===== config.mk =====
export PLATFORM = sky130hd
export DESIGN_NAME = dds_two_tone_gen_flat
export DESIGN_NICKNAME = d
export VERILOG_FILES = /design/src/rtl/dds_two_tone_gen_if.sv /design/src/rtl/dds_two_tone_gen.sv /design/src/flat_wrapper.sv
export SDC_FILE = /design/constraint.sdc
export NUM_CORES = 1
export LEC_CHECK = 0
export CORE_ASPECT_RATIO = 1.1
export CORE_MARGIN = 4
export CORE_UTILIZATION = 50
export CTS_CLUSTER_DIAMETER = 100
export DETAILED_ROUTE_END_ITERATION = 7
export PLACE_DENSITY = 0.77
export REMOVE_ABC_BUFFERS = 1
export SLEW_MARGIN = 30
export SYNTH_ARGS = -nofsm -noshare
export SYNTH_HDL_FRONTEND = slang
export SYNTH_SLANG_ARGS = --single-unit

===== constraint.sdc =====
create_clock -name clock -period 3.9 [get_ports clock]
set_clock_uncertainty 0.2 [all_clocks]
set_input_delay 0.78 -clock clock [delete_from_list [all_inputs] [get_ports clock]]
set_output_delay 0.78 -clock clock [all_outputs]
set_load 0.005 [all_outputs]

===== src/rtl/dds_two_tone_gen_if.sv =====
`default_nettype none
// =============================================================================
// Module   : dds_two_tone_gen_if
// Brief    : Filter sample interface: signed sample plus one-cycle valid strobe.
// Revision : 1.0
// =============================================================================
interface dds_two_tone_gen_if #(
  parameter int NB_SAMPLE = 9
) ();
  logic signed [NB_SAMPLE-1:0] sample;
  logic                        valid;

  modport master (output sample, output valid);
  modport slave  (input  sample, input  valid);
endinterface
`default_nettype wire


===== src/rtl/dds_two_tone_gen.sv =====
`default_nettype none
// =============================================================================
// Module   : dds_two_tone_gen
// Brief    : Two-tone DDS source: tone A + shifted tone B, saturated, one
//            sample per programmable period through a 3-stage pipeline.
// Revision : 1.0
// =============================================================================
module dds_two_tone_gen #(
  parameter int NB_SAMPLE  = 9,
  parameter int NBF_SAMPLE = 7,
  parameter int NB_PHASE   = 16,
  parameter int NB_DIV     = 8
) (
  input  wire                  clock,
  input  wire                  i_reset,
  input  wire                  i_enable,
  input  wire [NB_PHASE-1:0]   i_phase_inc_a,
  input  wire [NB_PHASE-1:0]   i_phase_inc_b,
  input  wire [1:0]            i_shift_b,
  input  wire [NB_DIV-1:0]     i_div,
  dds_two_tone_gen_if.master   o_smp
);

  localparam int     c_qw      = NBF_SAMPLE + 1;
  localparam longint c_pi_q30  = 64'sd3373259426;

  // Quarter-wave table built at elaboration with Q30 integer Taylor series of
  // sin(pi*(2k+1)/1024), rounded to NBF_SAMPLE fractional bits.
  function automatic logic [256*c_qw-1:0] f_build_qtab();
    logic [256*c_qw-1:0] tab;
    longint x, x2, term, acc, q;
    tab = '0;
    for (int k = 0; k < 256; k++) begin
      x    = (c_pi_q30 * longint'(2 * k + 1)) >>> 10;
      x2   = (x * x) >>> 30;
      term = x;
      acc  = x;
      for (int n = 1; n <= 8; n++) begin
        term = -(((term * x2) >>> 30) / longint'((2 * n) * (2 * n + 1)));
        acc  = acc + term;
      end
      q = ((acc <<< NBF_SAMPLE) + (64'sd1 <<< 29)) >>> 30;
      tab[k*c_qw +: c_qw] = q[c_qw-1:0];
    end
    return tab;
  endfunction

  localparam logic [256*c_qw-1:0] c_qtab = f_build_qtab();

  logic [NB_DIV-1:0]           r_count;
  logic [NB_PHASE-1:0]         r_phase_a;
  logic [NB_PHASE-1:0]         r_phase_b;
  logic                        r_s1_valid;
  logic                        r_s1_neg_a;
  logic                        r_s1_neg_b;
  logic [7:0]                  r_s1_addr_a;
  logic [7:0]                  r_s1_addr_b;
  logic                        r_s2_valid;
  logic signed [NB_SAMPLE-1:0] r_sa;
  logic signed [NB_SAMPLE-1:0] r_sb;

  logic                        w_tick;
  logic [7:0]                  w_k_a;
  logic [7:0]                  w_k_b;
  logic [c_qw-1:0]             w_qa;
  logic [c_qw-1:0]             w_qb;
  logic signed [NB_SAMPLE-1:0] w_qa_ext;
  logic signed [NB_SAMPLE-1:0] w_qb_ext;
  logic signed [NB_SAMPLE-1:0] w_sb_sh;
  logic signed [NB_SAMPLE:0]   w_sum;
  logic signed [NB_SAMPLE-1:0] w_sat;

  assign w_tick = i_enable && (r_count == '0);
  assign w_k_a  = r_phase_a[NB_PHASE-3 -: 8];
  assign w_k_b  = r_phase_b[NB_PHASE-3 -: 8];

  // Divider, phase accumulators and S1 (sign bit + mirrored table address)
  always_ff @(posedge clock or negedge i_reset) begin
    if (!i_reset) begin
      r_count     <= '0;
      r_phase_a   <= '0;
      r_phase_b   <= '0;
      r_s1_valid  <= 1'b0;
      r_s1_neg_a  <= 1'b0;
      r_s1_neg_b  <= 1'b0;
      r_s1_addr_a <= '0;
      r_s1_addr_b <= '0;
    end else begin
      if (!i_enable)
        r_count <= '0;
      else
        r_count <= (r_count >= i_div) ? '0 : r_count + 1'b1;
      r_s1_valid <= w_tick;
      if (w_tick) begin
        r_phase_a   <= r_phase_a + i_phase_inc_a;
        r_phase_b   <= r_phase_b + i_phase_inc_b;
        r_s1_neg_a  <= r_phase_a[NB_PHASE-1];
        r_s1_neg_b  <= r_phase_b[NB_PHASE-1];
        r_s1_addr_a <= r_phase_a[NB_PHASE-2] ? ~w_k_a : w_k_a;
        r_s1_addr_b <= r_phase_b[NB_PHASE-2] ? ~w_k_b : w_k_b;
      end
    end
  end

  assign w_qa     = c_qtab[int'(r_s1_addr_a)*c_qw +: c_qw];
  assign w_qb     = c_qtab[int'(r_s1_addr_b)*c_qw +: c_qw];
  assign w_qa_ext = {{(NB_SAMPLE-c_qw){1'b0}}, w_qa};
  assign w_qb_ext = {{(NB_SAMPLE-c_qw){1'b0}}, w_qb};

  always_ff @(posedge clock or negedge i_reset) begin
    if (!i_reset) begin
      r_s2_valid <= 1'b0;
      r_sa       <= '0;
      r_sb       <= '0;
    end else begin
      r_s2_valid <= r_s1_valid;
      if (r_s1_valid) begin
        r_sa <= r_s1_neg_a ? -w_qa_ext : w_qa_ext;
        r_sb <= r_s1_neg_b ? -w_qb_ext : w_qb_ext;
      end
    end
  end

  // One guard bit is enough: disagreement of the top two bits means overflow
  always_comb begin
    w_sb_sh = r_sb >>> i_shift_b;
    w_sum   = {r_sa[NB_SAMPLE-1], r_sa};
    if (i_shift_b != 2'd3)
      w_sum = w_sum + {w_sb_sh[NB_SAMPLE-1], w_sb_sh};
    if (w_sum[NB_SAMPLE] != w_sum[NB_SAMPLE-1])
      w_sat = {w_sum[NB_SAMPLE], {(NB_SAMPLE-1){~w_sum[NB_SAMPLE]}}};
    else
      w_sat = w_sum[NB_SAMPLE-1:0];
  end

  always_ff @(posedge clock or negedge i_reset) begin
    if (!i_reset) begin
      o_smp.valid  <= 1'b0;
      o_smp.sample <= '0;
    end else begin
      o_smp.valid <= r_s2_valid;
      if (r_s2_valid)
        o_smp.sample <= w_sat;
    end
  end

endmodule
`default_nettype wire


===== src/flat_wrapper.sv =====
// flat-port wrapper written by rule: the top's interface ports become plain ports
module dds_two_tone_gen_flat 
#(
  parameter int NB_SAMPLE  = 9,
  parameter int NBF_SAMPLE = 7,
  parameter int NB_PHASE   = 16,
  parameter int NB_DIV     = 8
)
  (clock, i_reset, i_enable, i_phase_inc_a, i_phase_inc_b, i_shift_b, i_div, o_smp_sample, o_smp_valid);
  dds_two_tone_gen_if #(.NB_SAMPLE(NB_SAMPLE)) o_smp_i ();
  input  wire clock;
  input  wire i_reset;
  input  wire i_enable;
  input  wire [NB_PHASE-1:0] i_phase_inc_a;
  input  wire [NB_PHASE-1:0] i_phase_inc_b;
  input  wire [1:0] i_shift_b;
  input  wire [NB_DIV-1:0] i_div;
  output wire logic [$bits(o_smp_i.sample)-1:0] o_smp_sample;
  output wire logic [$bits(o_smp_i.valid)-1:0] o_smp_valid;
  assign o_smp_sample = o_smp_i.sample;
  assign o_smp_valid = o_smp_i.valid;
  dds_two_tone_gen #(.NB_SAMPLE(NB_SAMPLE), .NBF_SAMPLE(NBF_SAMPLE), .NB_PHASE(NB_PHASE), .NB_DIV(NB_DIV)) u_core (.clock(clock), .i_reset(i_reset), .i_enable(i_enable), .i_phase_inc_a(i_phase_inc_a), .i_phase_inc_b(i_phase_inc_b), .i_shift_b(i_shift_b), .i_div(i_div), .o_smp(o_smp_i));
endmodule

== Word-level counts from Yosys, hierarchy flattened ==
Cells that the tools add are included.
Word-level totals
  input port bits: 45
  bits in registers: 88
  latch bits: 0
  bits in writable memories: 0
  memories: 0
  memory bits (read-only): 0
Operators by class
  shift operators: 3
  muxes and demuxes: 8
  order comparisons: 1
  add/sub/neg operators: 6
  div/mod/pow operators: 0
  bitwise logic cells: 3
  $mul: 0
  reductions and logical operators: 2
  equal/unequal tests: 2
Operators by type and width (count)
  variable part select 2048 x 12 -> 8 bit, first input constant: 2
  adder 16 bit: 2
  2-to-1 mux 8 bit: 4
  2-to-1 mux 9 bit: 3
  negator 8 -> 9 bit: 2
  NOT 8 bit: 2
  adder 9 x 9 -> 10 bit: 1
  2-to-1 mux 10 bit: 1
  >>> shifter 9 x 2 -> 9 bit: 1
  adder 8 x 1 -> 8 bit, second input constant: 1
  greater-or-equal comparator 8 bit: 1
  logical NOT 8 bit: 1
  inequality test 2 bit, second input constant: 1
  logical AND 1 bit: 1
  inequality test 1 bit: 1
  NOT 1 bit: 1

== Depth between registers and ports, before layout ==
Gate-level depths: netlist (run 1).
  depth in word-level cells: 5
  mapped depth: 17
  mapped depth without buffers: 14

== Least setup slack after synthesis (run 1) ==
No wires, ideal clock.
  kind: input -> register
  start point: input i_shift_b[0]
  end point: register u_core.o_smp.sample[1]
  path buffers: 1
  path slack: 0.207 ns
  stages: 13
  setup time: 0.125 ns
  data required time: 3.575 ns
  arrival: 3.368 ns
  cell sequence: clkbuf_1 -> mux2i_1 -> o21a_1 -> inv_1 -> ha_1 -> a21oi_1 -> nor2b_1 -> o31a_1 -> o41ai_1 -> o221a_2 -> and2_1 -> o21ai_0 -> mux2_2
Between the ends
  longest elaborated chain between the ends: 5
RTL lines
  start, declared: RTL line flat_wrapper.sv:16  | input wire [1:0] i_shift_b;
  >>> shifter 9 x 2 -> 9 bit: RTL line dds_two_tone_gen.sv:126  | w_sb_sh = r_sb >>> i_shift_b;
  adder 9 x 9 -> 10 bit: RTL line dds_two_tone_gen.sv:129  | w_sum = w_sum + {w_sb_sh[NB_SAMPLE-1], w_sb_sh};
  2-to-1 mux 10 bit *: RTL line dds_two_tone_gen.sv:128  | if (i_shift_b != 2'd3)
  inequality test 1 bit / NOT 1 bit (equally long branches): RTL line dds_two_tone_gen.sv:130, dds_two_tone_gen.sv:131
  2-to-1 mux 9 bit *: RTL line dds_two_tone_gen.sv:130  | if (w_sum[NB_SAMPLE] != w_sum[NB_SAMPLE-1])
  end signal, assigned: RTL line dds_two_tone_gen.sv:143  | o_smp.sample <= w_sat;
  end, declared: RTL line dds_two_tone_gen_if.sv:13  | modport master (output sample, output valid);
Every way passes the cells marked *; elsewhere a longest branch is shown, timed or not.
A chain may end at the register's enable or synchronous reset.

== Worst setup path in the final report (run 1) ==
  start point: register u_core.r_s1_addr_b[1]
  end point: register u_core.r_sb[4]
Between the ends
  longest elaborated chain between the ends: 3
RTL lines
  start, declared: RTL line dds_two_tone_gen.sv:57  | logic [7:0] r_s1_addr_b;
  start signal, assigned: RTL line dds_two_tone_gen.sv:100  | r_s1_addr_b <= r_phase_b[NB_PHASE-2] ? ~w_k_b : w_k_b;
  variable part select 2048 x 12 -> 8 bit *: RTL line dds_two_tone_gen.sv:106  | assign w_qb = c_qtab[int'(r_s1_addr_b)*c_qw +: c_qw];
  negator 8 -> 9 bit: RTL line dds_two_tone_gen.sv:119  | r_sb <= r_s1_neg_b ? -w_qb_ext : w_qb_ext;
  2-to-1 mux 9 bit *: RTL line dds_two_tone_gen.sv:119
  end signal, assigned: RTL line dds_two_tone_gen.sv:119
  end, declared: RTL line dds_two_tone_gen.sv:60  | logic signed [NB_SAMPLE-1:0] r_sb;
Marks and branches as above.

==> metrics.txt, run 1 <==
die area=20480 um2; drc violations=0; ranking of synthesized cells by area=dfrtp_1 24%, ha_1 11%, a21oi_1 4.8%; global-route wire length before repair=37630 um; H-tree lvl count=3; FMAX=276.5 MHz; fin worst setup slack=0.2838 ns; Netlist cell types=88; status=finished clean; final number of setup-violating endpoints=0; met2 WL=10670 um; met3 wire len=1056 um; CTS Sinks=88; total iterations of the first detailed-routing run=5; Cell Area, Synth=9125 um2; Synth Register Bits=88; min-delay worst type=reg -> reg; drt via density=5.999; CP top delay family=adder cells; Worst R2R Path Depth=14; largest net degree at the start of global routing=58; post-CTS setup buffers=0; slowest stage cell, crit path=mux4_2; row cnt=51; path length in cells of the critical path=14; min cycle time layout=3.616 ns; antenna violations before repair=0; Pleak=4.528 nW; startpoint types=flop; Synth area leader=dfrtp_1; Hold Vio Cnt, Final=0; Rel. slew slack=48.29%; crit-path cells=inv_1 > ha_1 > inv_1 > ha_1 > nand2b_1 > nand2_1 > mux4_2 > a32oi_1 > nand3_1 > ha_1 > a21bo_2 > o21ai_1 > xor2_1 > a21oi_1; Worst Path Max Fanout=7; Met1 Wirelength=9640 um; Post-synth EDFFs=0; share of the synthesized area in the top cell type=24.13%; DP HPWL=15770 um; IO Port Bufs=54; placed standard-cell area=10010 um2; max cap viols=0; Max clock buf depth=2; TritonCTS buffer count=9; leading cell type in the layout, fill and taps excluded=nor2_1; Synth Warn #=0; post-route clock period utilization=92.72%; Worst Hold Path Cells=1; number of routed nets with antenna violations=0; max incr delay on CP=0.45 ns; Die Width=136.8 um; Seq/Total Area, Yosys=24.13%; DR iter-0 viols=826; worst-margin pin slew=0.7757 ns; post-synthesis cell count=1118; chip height=149.7 um; setup repair after global routing missed its margin=no; CP arrival=3.68 ns; dominant synthesized flop cell=dfrtp_1; VDD IR-drop max=0.0003872 V; uppermost routed layer=met4; TritonCTS clock tree=built; # diodes=0; Placeable Area=17800 um2; Critical Path End Type=flop; DR vias=8399; most numerous cell on the critical path=ha_1; Mean Syn Cell Area=8.162 um2; critical path type=reg -> reg; CP required=3.97 ns; leading cell types in the layout, fill and taps excluded=98 x nor2_1, 91 x nand2_1, 88 x a21oi_1, 88 x dfrtp_1, 86 x o21ai_0; grt total ovfl=0; WP buf/inv=2; nets@finish=1290; Hold Slack=0.2667 ns; Clk pin slew, worst setup/hold paths=0.07 ns; Top Ports=55; Routed WL=21670 um; routed len/inst=15.48 um; vias in the first global route=7964; gr usage total=21.92%; setup slack at placement=-0.5036 ns; setup tns final=0 ns; share of layout cells above drive strength 1=9.983%; asr flop ratio synth=100.0%; fin area=10360 um2; Area Growth Syn to Fin=13.52%; hold_buf cts=0; global placer's final weighted congestion=0.8942; root buf cell=clkbuf_16; Clock Latency Late Sink=0.34 ns; Final Max Tran Viols=0; Power Density=912.2 nW/um2; Initial Util=51.25%
[what timing repair did]
action	CTS	global route
setup endpoints to repair	8	8
resized for setup	4	4
cloned	0	0
[final timing paths]
kind                                   endpoint                   from  slack (ns)
setup / recovery                 u_core.r_sb[4]  u_core.r_s1_addr_b[1]        0.28
hold / removal             u_core.r_phase_b[15]   u_core.r_phase_b[15]        0.27
setup reg to reg                 u_core.r_sb[4]  u_core.r_s1_addr_b[1]        0.28
hold reg to reg            u_core.r_phase_b[15]   u_core.r_phase_b[15]        0.27
max in group asynchronous     u_core.r_count[4]                i_reset        2.53
min in group asynchronous        u_core.r_sa[4]                i_reset        0.32
[flip-flops by register name (all words and copies together), names as in the netlist]
name	count
u_core.o_smp.valid	1
u_core.r_sb	9
u_core.r_s1_valid	1
u_core.r_phase_b	16
u_core.r_s1_neg_a	1
u_core.r_phase_a	16
u_core.r_s1_neg_b	1
u_core.o_smp.sample	9
u_core.r_count	8
u_core.r_sa	9
u_core.r_s1_addr_a	8
u_core.r_s2_valid	1
u_core.r_s1_addr_b	8
[final cells by class]
type                    count  area (um2)
clock buffers              11       242.7
flip-flops and latches     88        2202
well taps                 238       297.8
clock inverters             3       67.56
inverters                  59       224.0
repair buffers            105       939.7
fillers                  1596        7445
multi-input cells         896        6385
[layer usage]
metal,global-route usage [%],up-vias
met5,0,-
met4,5.639,0
met3,3.766,28
met2,37.03,239
met1,29.15,3980
li1,-,4152
[worst reg2reg max path: stages (launching register included)]
cell and delay (ns):
dfrtp_1 0.38, inv_1 0.21, ha_1 0.37, inv_1 0.13
ha_1 0.30, nand2b_1 0.13, nand2_1 0.05, mux4_2 0.45
a32oi_1 0.35, nand3_1 0.16, ha_1 0.26, a21bo_2 0.21
o21ai_1 0.07, xor2_1 0.15, a21oi_1 0.13
[kinds of logic (layout without fill, tap and decap cells)]
| group | count (synthesis) | count (layout) | share of synthesized area (%) |
|---|---|---|---|
| AOI/OAI and AO/OA | 360 | 360 | 26.42 |
| xor gates and xnor gates | 72 | 72 | 6.911 |
| adders and majority gates | 87 | 87 | 12.15 |
| buffers and inverters | 134 | 178 | 6.280 |
| DFF | 88 | 88 | 24.13 |
| muxes | 48 | 48 | 6.732 |
| and+or+nand+nor | 329 | 329 | 17.37 |
[Yosys cell counts, drive strengths merged (14+ instances only)]
cell type and number:
xnor2 32, inv 58, a21o 17, nor2b 25
a21oi 90, a211oi 20, clkbuf 36, nand2 92
nand3 18, mux2i 22, xor2 40, nor3 19
nand2b 33, dfrtp 88, mux2 17, o211ai 16
a31oi 14, buf 39, ha 83, nor2 98
o21ai 90
[report_power, final]
| part | switching (mW) | internal, mW | leakage, nW | total (mW) |
|---|---|---|---|---|
| Clock | 0.345 | 0.572 | 0.148 | 0.917 |
| Sequential | 0.483 | 1.31 | 1.05 | 1.79 |
| Combinational | 3.67 | 3.07 | 3.33 | 6.74 |
| Total | 4.50 | 4.95 | 4.53 | 9.45 |
[through the flow]
stage | util, % | total power [mW] | std cells
2_1_floorplan | - | 6.583 | 1043
5_1_grt | 58.18 | 10.40 | 1400
6_report | 58.18 | 9.449 | 1400
3_3_place_gp | 56.22 | 8.222 | 1386
4_1_cts | 58.06 | 9.384 | 1400
3_5_place_dp | 56.22 | 8.382 | 1386
Note: power is estimated with default switching activity, not from simulation.
==> run 2, diff against run 1 <==
Settings changed: RECOVER_POWER set to 50.
==> metrics.txt, run 2 (synthesis results as in run 1) <==
chip height=149.7 um; setup repair after global routing missed its margin=no; Switching Fraction=47.63%; min-delay worst type=reg -> reg; Clk pin slew, worst setup/hold paths=0.07 ns; DR iter-0 viols=743; global placer's final weighted congestion=0.8942; post-route clock period utilization=92.82%; # diodes=0; total iterations of the first detailed-routing run=5; Hold Vio Cnt, Final=0; Fill cells=1598; max cap viols=1; Max clock buf depth=2; number of routed nets with antenna violations=0; status=finished with violations; Rel. slew slack=-13.94%; DP HPWL=15770 um; Die Width=136.8 um; critical path type=reg -> reg; final number of setup-violating endpoints=0; IO Port Bufs=54; leading cell types in the layout, fill and taps excluded=98 x nor2_1, 91 x nand2_1, 88 x a21oi_1, 88 x dfrtp_1, 86 x o21ai_0; FMAX=276.2 MHz; VDD IR-drop max=0.0003873 V; largest net degree at the start of global routing=58; grt total ovfl=0; sequential cell area=2202 um2; startpoint types=flop; min cycle time layout=3.620 ns; H-tree lvl count=3; Power Density=913.5 nW/um2; worst-margin pin slew=1.709 ns; share of layout cells above drive strength 1=9.897%; Area Growth Syn to Fin=13.31%; die area=20480 um2; Worst Path Max Fanout=7; fin area=10340 um2; CP required=3.97 ns; drc violations=0; most numerous cell on the critical path=ha_1; slowest stage cell, crit path=mux4_2; Critical Path End Type=flop; DR vias=8388; hold_buf cts=0; TritonCTS clock tree=built; crit-path cells=inv_1 > ha_1 > inv_1 > ha_1 > nand2b_1 > nand2_1 > mux4_2 > a32oi_1 > nand3_1 > ha_1 > a21bo_2 > o21ai_1 > xor2_1 > a21oi_1; placed standard-cell area=10010 um2; CP arrival=3.69 ns; combinational power share=71.3%; row cnt=51; Placeable Area=17800 um2; Int Pwr=4.947 mW; Top Ports=55; Clock Latency Late Sink=0.34 ns; vias in the first global route=7964; nets@finish=1290; clock network fraction of design power=9.7%; Routed WL=21650 um; drt via density=5.991; multi-input logic area=6385 um2; post-CTS setup buffers=0; gr usage total=21.92%; Final Max Tran Viols=33; failing checks=max-capacitance violations, max-slew violations; Flop pwr share=19.0%; antenna violations before repair=0; max incr delay on CP=0.45 ns; CTS Sinks=88; Sw Pwr=4.499 mW; Initial Util=51.25%; Pleak=4.522 nW; root buf cell=clkbuf_16; biggest regs=u_core.r_phase_a x16, u_core.r_phase_b x16; global-route wire length before repair=37630 um; final core utilization=58.08%; TritonCTS buffer count=9; leading cell type in the layout, fill and taps excluded=nor2_1; routed len/inst=15.46 um
[run 2: metrics by stage]
stage	setup TNS, ns	hold slack (ns)	total power, mW	cells	setup slack (ns)
after global routing	0	0.2793	10.39	1400	0.07471
after floorplan	0	0.2415	6.583	1043	0.008634
after CTS	0	0.2686	9.384	1400	0.06599
final	0	0.2667	9.445	1400	0.2799
after detailed placement	-3.906	0.2567	8.382	1386	-0.5036
after global placement	-2.870	0.2555	8.222	1386	-0.3693
[run 2: per-layer routing]
layer	routed length [um]	track usage, %	share of wire (%)
met4	280	5.639	1.3
met5	0	0	0
met2	10650	37.03	49
met1	9606	29.15	44
met3	1103	3.766	5.1
[run 2: layout make-up]
cell class	count	share of cell area [%]
inverter	59	2.166
sequential	88	21.30
multi-input combinational	896	61.75
tap	238	2.880
clock inverter	3	0.6534
timing repair buffer	105	8.906
clock buffer	11	2.348
[run 2: worst paths after layout]
path                            slack [ns]                  start                   end  cells past startpoint
worst max-delay path                  0.28  u_core.r_s1_addr_b[1]        u_core.r_sb[4]                     14
worst min-delay path                  0.27   u_core.r_phase_b[15]  u_core.r_phase_b[15]                      1
max in group asynchronous             0.64                i_reset     u_core.r_count[4]                      2
min in group asynchronous             0.60                i_reset        u_core.r_sa[4]                      1
worst max register to register        0.28  u_core.r_s1_addr_b[1]        u_core.r_sb[4]                     14
worst min register to register        0.27   u_core.r_phase_b[15]  u_core.r_phase_b[15]                      1
[run 2: repair_timing]
action | 4_1_cts | 5_1_grt
endpoints found under the hold margin | 0 | 0
resized for setup | 4 | 4
endpoints found under the setup margin | 8 | 8
[run 2: power groups by stage]
stage	clock, mW	sequential (mW)	combinational, mW
5_1_grt	0.976	1.86	7.56
6_report	0.917	1.79	6.74
3_5_place_dp	0	1.80	6.58
2_1_floorplan	0	1.99	4.59
4_1_cts	0.937	1.79	6.66
3_3_place_gp	0	1.78	6.44
[run 2: worst max-delay path, delay by kind of cell, from the launching register on]
family / cells / cell delay (ns)
and+or+nand+nor: 3 / 0.34
AOI/OAI and AO/OA: 4 / 0.77
adders and majority gates: 3 / 0.92
DFF: 1 / 0.38
buffers and inverters: 2 / 0.33
muxes: 1 / 0.45
xor gates and xnor gates: 1 / 0.15
